**src/rtl/mem_access_ctrl.sv**
```systemverilog
// Purpose : single-initiator main-memory sequencer (MAR/MBR) behind one request/response handshake.
// Latency : load 3 cycles, store 2 cycles, out-of-range (bounds check on) 1 cycle from acceptance to rsp_valid.
// Backpr. : one request in flight; req_ready only in IDLE; response held stable until rsp_ready.
//
// Ports: clk/reset (async active-low); req_valid/req_ready/req_write/req_addr/req_wdata (request);
//        rsp_valid/rsp_ready/rsp_rdata/rsp_err (response); mem_addr/mem_wdata/mem_write_enable/mem_rdata
//        (synchronous single-port memory, read data registered one edge after the address); mar/mbr (observation).
// Option : define MEM_BOUNDS_CHECK_EN to reject addresses >= MEM_DEPTH with rsp_err instead of wrapping them.
module mem_access_ctrl #(
  parameter int ADDR_W    = 16,
  parameter int DATA_W    = 16,
  parameter int MEM_DEPTH = 16384
) (
  input  logic              clk,
  input  logic              reset,
  input  logic              req_valid,
  output logic              req_ready,
  input  logic              req_write,
  input  logic [ADDR_W-1:0] req_addr,
  input  logic [DATA_W-1:0] req_wdata,
  output logic              rsp_valid,
  input  logic              rsp_ready,
  output logic [DATA_W-1:0] rsp_rdata,
  output logic              rsp_err,
  output logic [ADDR_W-1:0] mem_addr,
  output logic [DATA_W-1:0] mem_wdata,
  output logic              mem_write_enable,
  input  logic [DATA_W-1:0] mem_rdata,
  output logic [ADDR_W-1:0] mar,
  output logic [DATA_W-1:0] mbr
);

  typedef enum logic [1:0] {
    IDLE  = 2'd0,
    ISSUE = 2'd1,
    WAIT  = 2'd2,
    RESP  = 2'd3
  } state_t;

  state_t state;
  logic   wr_flag;   // latched req_write for the request in flight
  logic   err_flag;  // request was rejected as out of range
  logic   addr_oob;

`ifdef MEM_BOUNDS_CHECK_EN
  // One extra bit so MEM_DEPTH == 2**ADDR_W still compares correctly.
  localparam logic [ADDR_W:0] DEPTH_EXT = (ADDR_W+1)'(MEM_DEPTH);

  assign addr_oob = ({1'b0, req_addr} >= DEPTH_EXT);
  assign mem_addr = mar;
  assign rsp_err  = rsp_valid & err_flag;
`else
  localparam int              IDX_W     = $clog2(MEM_DEPTH);
  localparam logic [ADDR_W-1:0] ADDR_MASK = ADDR_W'((64'd1 << IDX_W) - 64'd1);

  assign addr_oob = 1'b0;
  // Keep only the low index bits so out-of-range addresses wrap onto the array.
  assign mem_addr = mar & ADDR_MASK;
  assign rsp_err  = 1'b0;
`endif

  assign mem_wdata = mbr;
  // Rejected requests return zero data regardless of what MBR captured.
  assign rsp_rdata = err_flag ? '0 : mbr;

  always_ff @(posedge clk or negedge reset) begin
    if (!reset) begin
      state            <= IDLE;
      mar              <= '0;
      mbr              <= '0;
      wr_flag          <= 1'b0;
      err_flag         <= 1'b0;
      req_ready        <= 1'b1;
      rsp_valid        <= 1'b0;
      mem_write_enable <= 1'b0;
    end else begin
      case (state)
        IDLE: begin
          if (req_valid) begin
            mar       <= req_addr;
            wr_flag   <= req_write;
            req_ready <= 1'b0;
            if (req_write) mbr <= req_wdata;
            if (addr_oob) begin
              // Skip the memory entirely; respond on the next cycle.
              err_flag  <= 1'b1;
              rsp_valid <= 1'b1;
              state     <= RESP;
            end else begin
              // Write strobe is registered here so it is high for exactly the ISSUE cycle.
              mem_write_enable <= req_write;
              state            <= ISSUE;
            end
          end
        end
        ISSUE: begin
          mem_write_enable <= 1'b0;
          if (wr_flag) begin
            rsp_valid <= 1'b1;
            state     <= RESP;
          end else begin
            state <= WAIT;
          end
        end
        WAIT: begin
          // Memory registered the read at the end of ISSUE; capture it now.
          mbr       <= mem_rdata;
          rsp_valid <= 1'b1;
          state     <= RESP;
        end
        RESP: begin
          if (rsp_ready) begin
            rsp_valid <= 1'b0;
            err_flag  <= 1'b0;
            req_ready <= 1'b1;
            state     <= IDLE;
          end
        end
        default: begin
          state <= IDLE;
        end
      endcase
    end
  end

endmodule

```
**config.mk**
```make
export PLATFORM = sky130hd
export DESIGN_NAME = mem_access_ctrl
export DESIGN_NICKNAME = d
export VERILOG_FILES = /design/src/rtl/mem_access_ctrl.sv
export SDC_FILE = /design/constraint.sdc
export NUM_CORES = 1
export LEC_CHECK = 0
export BUFFER_PORTS_ARGS = -buffer_cell sky130_fd_sc_hd__buf_4
export CORE_MARGIN = 1.5
export CORE_UTILIZATION = 46
export DETAILED_ROUTE_END_ITERATION = 6
export GPL_ROUTABILITY_DRIVEN = 0
export PLACE_DENSITY_LB_ADDON = 0.12
export SLEW_MARGIN = 25
export SYNTH_ARGS = -nofsm -noshare
export SYNTH_HDL_FRONTEND = slang
export SYNTH_SLANG_ARGS = --single-unit
```
**constraint.sdc**
```tcl
create_clock -name clk -period 3.2 [get_ports clk]
set_input_delay 0.64 -clock clk [delete_from_list [all_inputs] [get_ports clk]]
set_output_delay 0.64 -clock clk [all_outputs]
set_load 0.02 [all_outputs]
```
==> qor.csv <==
stage,metric,value,unit
global_route,GRT Overall Usage,16.0,%
logic_synthesis,post-synth top area share,43.4,%
worst_setup_path,Worst R2R Setup Slack,1.20,ns
pwr,"Power, Total",3.52,mW
final_layout,final core occ,65.4,%
clock_tree,CTS tree,yes,
clock_tree,CTS root buffer,clkbuf_8,
clock_tree,clk sinks,38,
worst_setup_path,crit-path max FO,17,
global_route,largest net degree at the start of global routing,39,
pwr,Max IR drop VDD,0.603,mV
logic_synthesis,top flip-flop cell by instance count after synthesis,dfrtp_1,
floorplan,Ports,137,
final_layout,"final std cell area, no fill",2890,sq um
logic_synthesis,"EDFF count, synth",0,
logic_synthesis,most numerous cell in the Yosys netlist,buf_4,
timing,Final min period,2.00,ns
timing,Final Setup Violations,0,
hold_path,Hold Crit Class,input pin to async pin,
clock_tree,number of H-tree levels,2,
final_layout,fin cells,313,
placement,# port buffers,133,
timing,Slew @ Worst Pin,0.510,ns
floorplan,die area,5060,sq um
logic_synthesis,Syn Std Cell Area,2130,sq um
logic_synthesis,YS warnings,0,
final_layout,Reg area,952,sq um
timing,final worst-path cycle share,62.5,%
pwr,Net Sw Power,1.54,mW
routing,DR iter-0 viols,37,
routing,Post-DRT Antenna Nets,0,
placement,DPL Wire Length,3.25,mm
pwr,sequential power share,27.2,%
routing,final WL,4.16,mm
floorplan,Initial Util,48.4,%
pwr,power per cell area,1220,nW/um^2
clock_tree,# Post-CTS Setup Buffers,0,
logic_synthesis,Synth async-reset ratio,100,%
global_route,initial antenna violation count,0,
clock_tree,Num CTS Buffers,5,
placement,Placed Instance Area,2800,sq um
routing,Avg WL per Cell,13.3,um
logic_synthesis,"FF+latch count, synth",38,
run,max-cap violations,0,
routing,Avg Vias per Cell,4.80,
pwr,power share of the combinational group,63.8,%
floorplan,Core Area,4410,sq um
global_route,first-pass GRT wire length,6.45,mm
timing,RSZ-0062 raised after global routing,false,
placement,post-place setup slack,1.19,ns
clock_tree,"CTS clk-pin slew, worst paths",0.07,ns
routing,Vias,1502,
routing,First-pass DRT Iterations,3,
final_layout,number of fill cells,376,
final_layout,area of the multi-input gates,761,sq um
placement,Cells after DPL,305,
worst_setup_path,crit path kind,flop to flop,
logic_synthesis,sequential share of the synthesized area,44.6,%
pwr,P_leak,1.45,nW
logic_synthesis,Post-Synthesis Cells,171,
final_layout,share of layout cells above drive strength 1,74.3,%
routing,Residual DRC,0,
worst_setup_path,CP arrival,2.16,ns
pwr,sw frac,43.7,%
timing,f_max,500,MHz
worst_setup_path,critical path capture point type,flop,
timing,Final Skew,0.0110,ns
logic_synthesis,Synth area leaders,"dfrtp_1, mux2_2, buf_4",
clock_tree,post-CTS sizing,0,
clock_tree,"Hold-fix buffers, CTS",0,
final_layout,Nets,318,
clock_tree,clk_lat worst skew,0.29,ns
logic_synthesis,post-synthesis cell type with the largest combined area,dfrtp_1,
final_layout,area growth from synthesis to layout,35.3,%
timing,fin. max-slew vios,0,
clock_tree,maximum root-to-sink buffer count,2,
timing,"Hold Vio Cnt, Final",0,
timing,total negative slack,0,ns
timing,max_slew headroom,65.9,%
worst_setup_path,Critical Path Source Type,flop,
logic_synthesis,"Distinct cells, synth",23,
global_route,grt total ovfl,0,
timing,final worst slack,1.20,ns
pwr,Internal Power,1.98,mW
timing,WHS,0.310,ns
global_route,vias in the first global route,1377,
floorplan,# rows,24,
logic_synthesis,syn avg cell area,12.5,sq um
pwr,Clock power frac,9.0,%
logic_synthesis,top post-synthesis cells by count,"buf_4, mux2_2, dfrtp_1",
floorplan,Die Ht,71.1,um
final_layout,number of antenna cells inserted,0,
worst_setup_path,CP required,3.36,ns
floorplan,Die X,71.1,um
outcome,status,finished clean,
registers in the layout, indices dropped and copies added (netlist names):
signal,flops
mar,16
mbr,16
mem_write_enable,1
req_ready,1
rsp_valid,1
state,2
wr_flag,1
worst paths after layout:
check	from	depth (start not counted)	endpoint
worst max register to register	state[0]	6	mbr[14]
max in group asynchronous	reset	1	req_ready
worst min register to register	rsp_valid	2	rsp_valid
worst min-delay path	reset	1	mbr[11]
min in group clk	rsp_valid	2	rsp_valid
worst max-delay path	state[0]	6	mbr[14]
layout make-up:
cell class,count,share of cell area [%]
clock inverter,3,0.736
sequential,38,33.0
inverter,4,0.520
clock buffer,5,2.38
tap,52,2.25
timing repair buffer,134,34.8
multi-input combinational,77,26.3
logic make-up (layout without fill, tap and decap cells):
| logic type | after synthesis | after routing | synth area share [%] |
|---|---|---|---|
| mux | 50 | 50 | 26.3 |
| compound gates | 11 | 11 | 3.93 |
| buf+inv | 58 | 146 | 20.1 |
| flops | 38 | 38 | 44.6 |
| other cells | 1 | 3 | 0.176 |
| fa+ha+maj | 5 | 5 | 2.93 |
| simple gates | 8 | 8 | 1.93 |
cells in the final DEF (no fill, tap or decap), drive strengths merged, types with 2 or more instances in the layout:
master,netlist,layout
ha,5,5
a21oi,4,4
mux2,49,49
nand2,3,3
buf,54,134
clkinv,0,2
dfrtp,37,37
conb,1,3
o31ai,2,2
nor2b,2,2
clkbuf,0,5
inv,4,4
critical path, stage by stage (launching register included):
cell and delay [ns]:
dfrtp_1 0.43, inv_1 0.11, ha_1 0.15, buf_4 0.23, inv_1 0.11, o21ai_4 0.45
mux2_2 0.40
power by group through the flow:
stage / logic, mW / registers, mW / clock network, mW
floorplan: 1.50 / 1.20 / 0
global placement: 2.25 / 0.959 / 0
detailed placement: 2.28 / 0.968 / 0
CTS: 2.28 / 0.964 / 0.332
global route: 2.37 / 1.00 / 0.356
finish: 2.25 / 0.958 / 0.318
routing by layer:
layer	vias to the layer above	GRT usage, %	wire [um]
li1	708	-	-
met1	700	18.7	1510
met2	87	27.1	2120
met3	7	7.12	492
met4	0	4.19	41
met5	-	0	0
Power figures use the tool's default switching activity.
